--- src/rtl/alu_pkg.sv ---
// ---------------------------------------------------------------------------
// alu_pkg
//   Shared definitions for the ALU and its decode/issue stage:
//     - ALU op_code constants (shared with alu)
//     - instruction opcode constants and the largest legal R-type funct
//     - decode_t        : decoded fields of one instruction word (no PC)
//     - issue_bundle_t  : decoded fields plus the PC tag
// ---------------------------------------------------------------------------
package alu_pkg;

    localparam int XLEN = 32;

    // ALU op_code values
    localparam logic [4:0] ALU_ADD  = 5'd0;
    localparam logic [4:0] ALU_AND  = 5'd1;
    localparam logic [4:0] ALU_OR   = 5'd2;
    localparam logic [4:0] ALU_NOR  = 5'd3;
    localparam logic [4:0] ALU_XOR  = 5'd4;
    localparam logic [4:0] ALU_SLL  = 5'd5;
    localparam logic [4:0] ALU_SRL  = 5'd6;
    localparam logic [4:0] ALU_SRA  = 5'd7;
    localparam logic [4:0] ALU_SEQ  = 5'd8;
    localparam logic [4:0] ALU_SNE  = 5'd9;
    localparam logic [4:0] ALU_SLT  = 5'd10;
    localparam logic [4:0] ALU_SGE  = 5'd11;
    localparam logic [4:0] ALU_SGT  = 5'd12;
    localparam logic [4:0] ALU_SLE  = 5'd13;
    localparam logic [4:0] ALU_SLTU = 5'd14;
    localparam logic [4:0] ALU_GTU  = 5'd15;
    localparam logic [4:0] ALU_SUB  = 5'd16;

    // Instruction opcodes (instr[31:26])
    localparam logic [5:0] OPC_RTYPE = 6'h00;
    localparam logic [5:0] OPC_SEQI  = 6'h04;
    localparam logic [5:0] OPC_SNEI  = 6'h05;
    localparam logic [5:0] OPC_ADDI  = 6'h08;
    localparam logic [5:0] OPC_SLTI  = 6'h0A;
    localparam logic [5:0] OPC_SLTIU = 6'h0B;
    localparam logic [5:0] OPC_ANDI  = 6'h0C;
    localparam logic [5:0] OPC_ORI   = 6'h0D;
    localparam logic [5:0] OPC_XORI  = 6'h0E;

    // R-type funct values 0x00..FUNCT_MAX map straight onto op_code
    localparam logic [5:0] FUNCT_MAX = 6'h10;

    typedef struct packed {
        logic [4:0]  op;
        logic        use_imm;
        logic [4:0]  rs;
        logic [4:0]  rt;
        logic [4:0]  rd;
        logic [15:0] imm;
        logic        illegal;
    } decode_t;

    typedef struct packed {
        logic [4:0]      op;
        logic            use_imm;
        logic [4:0]      rs;
        logic [4:0]      rt;
        logic [4:0]      rd;
        logic [15:0]     imm;
        logic            illegal;
        logic [XLEN-1:0] pc;
    } issue_bundle_t;

endpackage

--- src/rtl/alu_decode_lut.sv ---
// ---------------------------------------------------------------------------
// alu_decode_lut
//   Purely combinational decoder: 32-bit instruction word -> decode_t.
//   Ports:
//     instr  in  [31:0]  instruction word
//     dec    out decode_t decoded op/use_imm/rs/rt/rd/imm/illegal
//   Illegal words keep rs/rt/imm raw but force op=0, use_imm=0, rd=0 so
//   the ALU result is never written back.
// ---------------------------------------------------------------------------
module alu_decode_lut
    import alu_pkg::*;
(
    input  logic [31:0] instr,
    output decode_t     dec
);

    logic [5:0] opcode;
    logic [5:0] funct;
    logic       imm_legal;
    logic [4:0] imm_op;

    assign opcode = instr[31:26];
    assign funct  = instr[5:0];

    always_comb begin
        imm_legal = 1'b1;
        imm_op    = ALU_ADD;
        case (opcode)
            OPC_ADDI:  imm_op = ALU_ADD;
            OPC_ANDI:  imm_op = ALU_AND;
            OPC_ORI:   imm_op = ALU_OR;
            OPC_XORI:  imm_op = ALU_XOR;
            OPC_SLTI:  imm_op = ALU_SLT;
            OPC_SLTIU: imm_op = ALU_SLTU;
            OPC_SEQI:  imm_op = ALU_SEQ;
            OPC_SNEI:  imm_op = ALU_SNE;
            default:   imm_legal = 1'b0;
        endcase
    end

    always_comb begin
        dec         = '0;
        dec.rs      = instr[25:21];
        dec.rt      = instr[20:16];
        dec.imm     = instr[15:0];
        dec.illegal = 1'b1;
        if (opcode == OPC_RTYPE) begin
            if (funct <= FUNCT_MAX) begin
                dec.illegal = 1'b0;
                dec.op      = funct[4:0];
                dec.rd      = instr[15:11];
            end
        end else if (imm_legal) begin
            // I-type writes back to rt
            dec.illegal = 1'b0;
            dec.use_imm = 1'b1;
            dec.op      = imm_op;
            dec.rd      = instr[20:16];
        end
    end

endmodule

--- src/rtl/alu_issue_stage.sv ---
// ---------------------------------------------------------------------------
// alu_issue_stage
//   Decode-and-issue stage in front of the combinational ALU. Decodes each
//   accepted instruction into an issue bundle held in a registered output
//   with a 2-entry skid buffer (main + skid), and counts illegal words.
//   Ports:
//     clk, rst_n                 clock, synchronous active-low reset
//     in_valid/in_ready          upstream handshake
//     in_instr, in_pc            instruction word and PC tag
//     out_valid/out_ready        downstream handshake
//     out_op, out_use_imm,
//     out_rs, out_rt, out_rd,
//     out_imm, out_illegal,
//     out_pc                     decoded bundle (from the main register)
//     illegal_count              saturating count of illegal words issued
//
//   Handshake: on either side a word moves on a rising edge where valid and
//   ready are both high. out_valid and the bundle only change after such a
//   transfer (or reset). in_ready depends only on rst_n and the skid flag,
//   so out_ready never reaches fetch combinationally, and out_valid is a
//   plain register.
// ---------------------------------------------------------------------------
module alu_issue_stage
    import alu_pkg::*;
#(
    parameter int WIDTH = 32,
    parameter int CNT_W = 16
) (
    input  logic             clk,
    input  logic             rst_n,
    input  logic             in_valid,
    output logic             in_ready,
    input  logic [WIDTH-1:0] in_instr,
    input  logic [WIDTH-1:0] in_pc,
    output logic             out_valid,
    input  logic             out_ready,
    output logic [4:0]       out_op,
    output logic             out_use_imm,
    output logic [4:0]       out_rs,
    output logic [4:0]       out_rt,
    output logic [4:0]       out_rd,
    output logic [15:0]      out_imm,
    output logic             out_illegal,
    output logic [WIDTH-1:0] out_pc,
    output logic [CNT_W-1:0] illegal_count
);

    decode_t          dec;
    decode_t          main_q;
    decode_t          skid_q;
    logic [WIDTH-1:0] main_pc;
    logic [WIDTH-1:0] skid_pc;
    logic             main_valid;
    logic             skid_valid;
    logic [CNT_W-1:0] cnt;
    logic             in_fire;
    logic             out_fire;

    alu_decode_lut u_decode (
        .instr (in_instr[31:0]),
        .dec   (dec)
    );

    assign in_ready = rst_n && !skid_valid;
    assign in_fire  = in_valid && in_ready;
    assign out_fire = main_valid && out_ready;

    always_ff @(posedge clk) begin
        if (!rst_n) begin
            main_q     <= '0;
            skid_q     <= '0;
            main_pc    <= '0;
            skid_pc    <= '0;
            main_valid <= 1'b0;
            skid_valid <= 1'b0;
        end else if (out_fire) begin
            // in_ready is low whenever skid is full, so at most one source
            // refills main here and ordering is preserved.
            if (skid_valid) begin
                main_q     <= skid_q;
                main_pc    <= skid_pc;
                skid_valid <= 1'b0;
            end else if (in_fire) begin
                main_q  <= dec;
                main_pc <= in_pc;
            end else begin
                main_valid <= 1'b0;
            end
        end else if (in_fire) begin
            if (!main_valid) begin
                main_q     <= dec;
                main_pc    <= in_pc;
                main_valid <= 1'b1;
            end else begin
                skid_q     <= dec;
                skid_pc    <= in_pc;
                skid_valid <= 1'b1;
            end
        end
    end

    always_ff @(posedge clk) begin
        if (!rst_n) begin
            cnt <= '0;
        end else if (out_fire && main_q.illegal && (cnt != '1)) begin
            cnt <= cnt + 1'b1;
        end
    end

    assign out_valid     = main_valid;
    assign out_op        = main_q.op;
    assign out_use_imm   = main_q.use_imm;
    assign out_rs        = main_q.rs;
    assign out_rt        = main_q.rt;
    assign out_rd        = main_q.rd;
    assign out_imm       = main_q.imm;
    assign out_illegal   = main_q.illegal;
    assign out_pc        = main_pc;
    assign illegal_count = cnt;

endmodule

--- config.mk ---
export PLATFORM = sky130hd
export DESIGN_NAME = alu_issue_stage
export DESIGN_NICKNAME = d
export VERILOG_FILES = /design/src/rtl/alu_pkg.sv /design/src/rtl/alu_decode_lut.sv /design/src/rtl/alu_issue_stage.sv
export SDC_FILE = /design/constraint.sdc
export NUM_CORES = 1
export LEC_CHECK = 0
export CORE_MARGIN = 2
export CORE_UTILIZATION = 40
export CTS_BUF_LIST = sky130_fd_sc_hd__clkbuf_8
export CTS_CLUSTER_SIZE = 20
export DETAILED_ROUTE_END_ITERATION = 7
export GPL_TIMING_DRIVEN = 0
export PLACE_DENSITY = 0.7
export SLEW_MARGIN = 0
export SYNTH_ARGS = -nofsm -noshare
export SYNTH_HDL_FRONTEND = slang
export SYNTH_SLANG_ARGS = --single-unit
--- constraint.sdc ---
create_clock -name clk -period 1.8 [get_ports clk]
set_input_delay 0.36 -clock clk [delete_from_list [all_inputs] [get_ports clk]]
set_output_delay 0.36 -clock clk [all_outputs]
set_load 0.005 [all_outputs]
-- Yosys cells after proc, flatten, opt, wreduce, memory -nomap -nowiden
Index checks and enable logic that the tools add are counted.
- equal/unequal tests: 12
- bitwise operators: 2
- multiplexer cells: 26
- order comparisons: 1
- reduce and logical (&&, ||, !) cells: 15
- add/subtract/negate cells: 1
- operators by type and width (kind ; number):
    38-bit 2-to-1 mux ; 5
    32-bit 2-to-1 mux ; 5
    6-bit by 4-bit == test with 1-bit output, second input constant ; 6
    5-bit 2-to-1 mux ; 6
    4-bit one-hot mux with 7 select lines ; 1
    16-bit by 1-bit adder with 16-bit output, second input constant ; 1
    16-bit != test, second input constant ; 1
    6-bit by 3-bit == test with 1-bit output, second input constant ; 2
    1-bit 2-to-1 mux ; 9
    3-bit AND reduction ; 3
    8-bit OR reduction ; 1
    6-bit by 5-bit less-or-equal comparator with 1-bit output, second input constant ; 1
    6-bit zero test ; 1
    1-bit logical AND ; 5
    2-bit != test, second input constant ; 2
    2-bit nonzero test ; 2
    2-bit by 1-bit != test with 1-bit output, second input constant ; 1
    1-bit NOT ; 2
    2-bit AND reduction ; 1
    2-bit OR reduction ; 1
    1-bit zero test ; 1
- output and inout bits: 88
- input bits: 68
- register bits: 158
- word-level logic and storage cells: 76

-- Logic depth before layout (Yosys ltp)
Gate-level depths: netlist (run 1).
- depth after elaboration: 8
- gate-level depth with buffers: 7
- mapped depth without buffers: 5

-- Cells and area by module
From an unflattened synthesis (run 1), not the netlist that was laid out.
- cells, all modules: 803
- area, all modules: 6831.6 µm²
- by module, submodules not included (module ; sequential area each (µm²) ; cells each ; area an instance (µm²) ; instances):
    alu_issue_stage ; 3163.0 ; 731 ; 6321.1 ; 1
    alu_decode_lut ; 0.0 ; 72 ; 510.5 ; 1

-- Worst setup path before layout (run 1)
No wires, ideal clock.
- path kind: input-to-reg
- start: in rst_n
- end: reg main_q (netlist bit out_imm[0])
- setup time: 0.142 ns
- path slack: 0.208 ns
- path buffers: 3
- arrival time: 1.450 ns
- required time: 1.658 ns
- cell stages on the path: 6
- cell sequence: buf_2 > nand3b_1 > a21oi_2 > buf_2 > clkbuf_1 > a311oi_1
- word-level cells in the longest chain between the ends: 4
- elaborated cells on any way between the ends: 5
- classes of those cells: reduce/logical: 5
- ends and longest elaborated chain (what ; line ; text):
    start, declared ; alu_issue_stage.sv:30 ; input logic rst_n,
    1-bit logical AND ; alu_issue_stage.sv:64 ; assign in_ready = rst_n && !skid_valid;
    1-bit logical AND ; alu_issue_stage.sv:65 ; assign in_fire = in_valid && in_ready;
    2-bit nonzero test (no line) ; -- ;
    3-bit AND reduction (no line) ; -- ;
    end signal, assigned ; alu_issue_stage.sv:80 ; main_q <= skid_q;
    end, declared ; alu_issue_stage.sv:49 ; decode_t main_q;
Parallel ways exist; a longest one is shown, timed or not.
A chain may end at the register's enable or synchronous reset.

-- Worst setup path after layout (run 1)
- start: reg main_valid (netlist: out_valid)
- end: out out_valid
- RTL lines (what ; line ; text):
    start, declared ; alu_issue_stage.sv:53 ; logic main_valid;
    start signal, assigned ; alu_issue_stage.sv:74 ; main_valid <= 1'b0;
    start signal, assigned ; alu_issue_stage.sv:87 ; main_valid <= 1'b0;
    start signal, assigned ; alu_issue_stage.sv:93 ; main_valid <= 1'b1;
    end, declared ; alu_issue_stage.sv:35 ; output logic out_valid,
No word-level cell between the ends.

==> results of run 1 <==
-- cell type report --
| cell class | instances | area, sq um | area share |
|---|---|---|---|
| well taps | 216 | 270 | 0.0304 |
| flip-flops and latches | 158 | 3180 | 0.358 |
| inverters | 4 | 18.8 | 0.00211 |
| multi-input cells | 597 | 3130 | 0.352 |
| plain buffers | 64 | 312 | 0.0350 |
| clock buffers | 20 | 275 | 0.0309 |
| clock inverters | 10 | 114 | 0.0128 |
| repair buffers | 161 | 1590 | 0.179 |
-- flip-flops by register name (all words and copies together) (netlist names) --
| signal | cells |
|---|---|
| skid_q | 38 |
| out_rs | 5 |
| out_pc | 32 |
| out_imm | 16 |
| out_op | 5 |
| out_use_imm | 1 |
| out_rd | 5 |
| out_valid | 1 |
| out_illegal | 1 |
| skid_valid | 1 |
| skid_pc | 32 |
| illegal_count | 16 |
| out_rt | 5 |
-- layout by cell type (no fill, tap or decap), types with 3 or more instances in the layout --
cell type	count
nor2_1	64
clkbuf_1	29
mux2i_1	9
o41ai_1	5
a21oi_1	78
nand2b_1	13
nand3_1	15
clkdlybuf4s50_1	152
inv_1	4
buf_4	12
nand2_1	265
clkbuf_8	20
clkbuf_4	4
nand4_1	7
a22oi_1	6
nor3_1	3
dfxtp_1	145
a311oi_1	58
and3_1	7
a31oi_1	4
buf_2	12
o311ai_0	3
o21ai_0	17
clkinvlp_4	4
clkbuf_2	12
o221ai_1	8
dfxtp_2	12
-- where the power goes --
part / total [mW] / internal [mW] / switching [mW]
logic: 0.975 / 0.507 / 0.468
registers: 3.73 / 3.64 / 0.0886
clock network: 2.63 / 1.32 / 1.30
-- kinds of logic (layout without fill, tap and decap cells) --
kind of cell | count (synthesis) | count (layout) | synth area share
buffers and inverters | 71 | 259 | 0.0460
and+or+nand+nor | 397 | 397 | 0.255
AOI/OAI and AO/OA | 188 | 188 | 0.195
xor gates and xnor gates | 2 | 2 | 0.00269
adders and majority gates | 1 | 1 | 0.00192
DFF | 158 | 158 | 0.485
muxes | 9 | 9 | 0.0138
-- through the flow --
step	hold slack, ps	power (mW)
2_1_floorplan	437	4.18
3_3_place_gp	443	4.75
3_5_place_dp	447	4.75
4_1_cts	262	7.36
5_1_grt	291	7.63
6_report	275	7.33
-- final timing paths --
kind | endpoint | slack [ps] | depth (start not counted)
max | out_valid | 60 | 1
min | illegal_count[13]$_SDFFE_PN0P_ | 270 | 3
max reg2reg | out_rs[0]$_SDFFE_PN0P_ | 70 | 6
min reg2reg | skid_pc[16]$_SDFFE_PN0P_ | 450 | 2
-- timing repair --
item,in CTS,in global routing
resized for setup,29,33
setup buffers,4,3
pin swaps,1,2
endpoints found under the setup margin,155,100
-- routing by layer --
layer / track usage / vias up
met1: 0.300 / 2989
met2: 0.369 / 191
met5: 0 / -
met4: 0.0827 / 0
li1: - / 3237
met3: 0.0444 / 24
==> flow_summary_export.csv, run 1 <==
group,metric,value,unit
placed_design,io_buffers,154,
pwr,peakVddDrop,0.000532,V
layout,final_area,8900,sq um
timing,worstMarginPinSlew,681,ps
clocking,cts_buffer_depth,2,
yosys,yosys.area.top_type_share,0.485,
route,num_vias,6441,
timing,fin_skew,12.1,ps
die,ios,156,
layout,diodes,0,
yosys,synth-seq-area-share,0.485,
pwr,p_leak,3.12,nW
yosys,avgSynthCellArea,7.90,sq um
layout,layoutNonFillerInstCount,1230,
timing,slew-limit-headroom,0.546,
die,die_h,132,um
clocking,clk_latency,450,ps
die,initial_core_util,0.411,
clocking,cts_hold_buf,0,
critical_path,cp-start-kind,"flop",
route,drt-initial-drc-count,476,
critical_path,max_stage_delay,540,ps
timing,setup_violations,0,
placed_design,pre_cts_ws,-839,ps
route,remaining_drc_errors,0,
critical_path,worstPathRequired,1440,ps
critical_path,worstPathMaxFanout,9,
clocking,cts_tree,"yes",
timing,rsz0062_at_grt,"no",
layout,layout-drive-gt1-share,0.0976,
critical_path,cp_slowest_cell,"clkdlybuf4s50_1",
die,row_count,46,
critical_path,crit_chain,"clkdlybuf4s50_1",
yosys,synthTopCellsByCount,"266 x nand2_1, 158 x dfxtp_1, 78 x a21oi_1, 64 x nor2_1, 58 x a311oi_1",
route,wl_met3,1100,um
route,wire_per_inst,16.2,um
clocking,cts.sinks,158,
route,routed_via_density,5.24,
yosys,ys_warn_count,0,
yosys,synth.largest_area_cell,"dfxtp_1",
layout,nFillCells,1532,
timing,setup_tns,0,ps
yosys,synthTopCellsByArea,"dfxtp_1 48%, nand2_1 15%, a311oi_1 7.8%",
global_route,grt_overflow,0,
placed_design,place_congestion,0.830,
clocking,htreeDepth,4,
timing,min_period,1740,ps
global_route,grt_use_total,0.227,
critical_path,critPathKind,"reg2out",
timing,fmax,0.574,GHz
critical_path,startpoint,"out_valid$_SDFFE_PN0P_",
die,coreArea,15900,sq um
placed_design,dp.cells,1196,
route,met2_length,9450,um
critical_path,path_delay_family,"buffers and inverters",
timing,slew_viol_final,0,
timing,setup_slack,59.4,ps
clocking,cts_buffers,17,
global_route,grt_pass1_wl,31600,um
global_route,grt_pass1_vias,6001,
clocking,clk_pin_slew_worst_paths,90,ps
clocking,cts-root-buf,"clkbuf_8",
critical_path,r2r_start,"skid_valid$_SDFFE_PP0P_",
critical_path,crit_path_end_kind,"output port",
route,wl,19900,um
die,dieArea,17300,sq um
timing,final.period_utilization,0.967,
yosys,synth_nets,895,
global_route,grt_max_degree,17,
yosys,ys_ff_latch,158,
yosys,synth_cells,826,
worst_hold_path,hp-class,"in2reg",
placed_design,place.detailed.hpwl,13900,um
placed_design,place_area,8330,sq um
yosys,synth_edf_count,0,
pwr,power_density,824,nW/um^2
critical_path,crit_buf_inv,1,
worst_hold_path,worstHoldStart,"rst_n",
layout,final_util,0.560,
yosys,synth-async-reset-ratio,0,
critical_path,cp.arrival,1380,ps
timing,hold_viol_final,0,
flow_run,drv_cap,0,
route,ant_nets,0,
route,dr.pass1.iters,5,
layout,area_growth,36.4,%
yosys,syn_area,6520,sq um
yosys,synth_ff_type,"dfxtp_1",
yosys,synth.distinct_cells,45,
status,status,"completed",
layout,nets,1072,
global_route,antenna_found_initial,0,
route,met1_length,8980,um
die,fp.dieW,132,um
yosys,synth.most_common_cell,"nand2_1",
route,top_layer_used,"met4",
Note: power is estimated with default switching activity, not from simulation.
==> inputs of run 2 (changes only) <==
- CORE_UTILIZATION: 40 -> 50
- PLACE_DENSITY: 0.7 -> 0.83
==> run 2 against run 1 <==
First-iteration DRC count is 57% higher. Non-clock buffer count is 1 lower. Worst setup slack worse by 19 ps. Worst hold slack worse by 18 ps. Combinational power hardly changed. Die area is 19% lower. Maximum frequency is 1.1% lower. Wire length is 3.2% lower. Clock skew is 0.94 ps lower. Count of clock-buffer cells in the layout is 1 higher. Core utilization is 14 points higher. Critical path type unchanged. Highest routed layer unchanged.
==> flow_summary_export.csv, run 2 (synthesis gave the netlist of run 1 again) <==
group,metric,value,unit
timing,min_period,1760,ps
critical_path,r2r-end,"out_op[3]$_SDFFE_PN0P_",
critical_path,rrSetupSlack,80,ps
die,initial_core_util,0.515,
route,remaining_drc_errors,0,
global_route,grt_pass1_wl,31000,um
timing,setup_tns,0,ps
global_route,grt_use_total,0.274,
route,ant_nets,0,
layout,layoutNonFillerInstCount,1187,
clocking,cts-root-buf,"clkbuf_8",
timing,final.period_utilization,0.978,
critical_path,path_delay_family,"buffers and inverters",
global_route,grt_overflow,0,
clocking,cts.sinks,158,
global_route,antenna_found_initial,0,
pwr,p_leak,3.19,nW
critical_path,crit_chain,"clkdlybuf4s50_1",
route,wl,19200,um
critical_path,crit_path_end_kind,"output port",
route,wire_per_inst,16.2,um
layout,top_register,"skid_q",
die,coreArea,12700,sq um
die,fp.dieW,118,um
placed_design,place_congestion,0.866,
clocking,htreeDepth,4,
timing,fmax,0.568,GHz
critical_path,reg2regPathDepth,6,
timing,hold_slack,256,ps
layout,nets,1071,
status,status,"completed",
critical_path,cp-start-kind,"flop",
clocking,cts_buffer_depth,2,
die,row_count,41,
worst_hold_path,min_path_cells,3,
timing,slew_viol_final,0,
worst_hold_path,min_to,"illegal_count[2]$_SDFFE_PN0P_",
timing,setup_violations,0,
critical_path,max_stage_delay,520,ps
clocking,cts_buffers,17,
clocking,clk_latency,470,ps
placed_design,place_area,8280,sq um
layout,final_util,0.703,
critical_path,r2r_start,"skid_valid$_SDFFE_PP0P_",
pwr,peakVddDrop,0.000489,V
timing,rsz0062_at_grt,"no",
timing,hold_viol_final,0,
global_route,grt_max_degree,17,
worst_hold_path,hp-class,"in2reg",
route,num_vias,6617,
route,routed_via_density,5.57,
layout,diodes,0,
critical_path,cp.arrival,1400,ps
layout,layout-drive-gt1-share,0.101,
layout,largest_register_ffs,38,
timing,worstMarginPinSlew,691,ps
pwr,p_total,7.51,mW
critical_path,worstPathMaxFanout,7,
critical_path,worstPathRequired,1440,ps
critical_path,cp_slowest_cell,"clkdlybuf4s50_1",
critical_path,critPathKind,"reg2out",
timing,fin_skew,11.2,ps
placed_design,io_buffers,154,
critical_path,crit_buf_inv,1,
timing,setup_slack,40.5,ps
global_route,grt_pass1_vias,6093,
timing,slew-limit-headroom,0.540,
route,drt-initial-drc-count,747,
clocking,cts_tree,"yes",
die,ios,156,
layout,area_growth,36.6,%
worst_hold_path,worstHoldStart,"rst_n",
die,die_h,118,um
placed_design,pre_cts_ws,-763,ps
layout,final_cell_mix,"265 x nand2_1, 151 x clkdlybuf4s50_1, 143 x dfxtp_1, 78 x a21oi_1, 63 x nor2_1",
layout,final_area,8910,sq um
clocking,clk_pin_slew_worst_paths,80,ps
placed_design,place.detailed.hpwl,13300,um
flow_run,drv_cap,0,
layout,layout_commonest_cell,"nand2_1",
route,dr.pass1.iters,6,
die,dieArea,14000,sq um
pwr,power_density,843,nW/um^2
placed_design,dp.cells,1152,
==> run 2: what timing repair did <==
| item | 4_1_cts | 5_1_grt |
|---|---|---|
| gates resized for setup | 21 | 59 |
| endpoints found under the setup margin | 148 | 127 |
| hold buffers | 0 | 0 |
| buffers inserted | 3 | 2 |
| pin swaps | 1 | 3 |
==> run 2: power by group <==
group | internal [mW] | switching (mW) | total [mW]
clock | 1.51 | 1.30 | 2.81
sequential | 3.64 | 0.0865 | 3.73
combinational | 0.505 | 0.467 | 0.972
total | 5.66 | 1.85 | 7.51
==> run 2: final cells by class <==
type / instances / area (sq um)
fill: 1055 / 3760
sequential: 158 / 3190
multi-input combinational: 597 / 3150
timing repair buffer: 159 / 1590
buffer: 65 / 322
clock buffer: 21 / 289
tap: 172 / 215
clock inverter: 11 / 141
inverter: 4 / 18.8
==> run 2: worst max path at each step <==
stage	endpoint	from	slack, ps	depth (start not counted)
after global routing	illegal_count[8]	illegal_count[8]$_SDFFE_PN0P_	0.8	1
after global placement	out_pc[31]$_SDFFE_PN0P_	out_ready	-730	6
after detailed placement	out_rs[4]$_SDFFE_PN0P_	out_ready	-760	6
after floorplan	out_imm[0]$_SDFFE_PN0P_	rst_n	210	6
final	illegal_count[2]	illegal_count[2]$_SDFFE_PN0P_	40	1
after CTS	in_ready	skid_valid$_SDFFE_PP0P_	-20	2
==> run 2: metal layers <==
metal | GRT usage | wire length [um]
met1 | 0.356 | 8320
met2 | 0.435 | 8960
met3 | 0.0666 | 1450
met4 | 0.120 | 510
met5 | 0 | 0
==> inputs of run 3 (changes only) <==
- CTS_CLUSTER_DIAMETER: unset -> 100
==> results of run 3 <==
No change in the layout: final DEF, timing and power equal those of run 2.
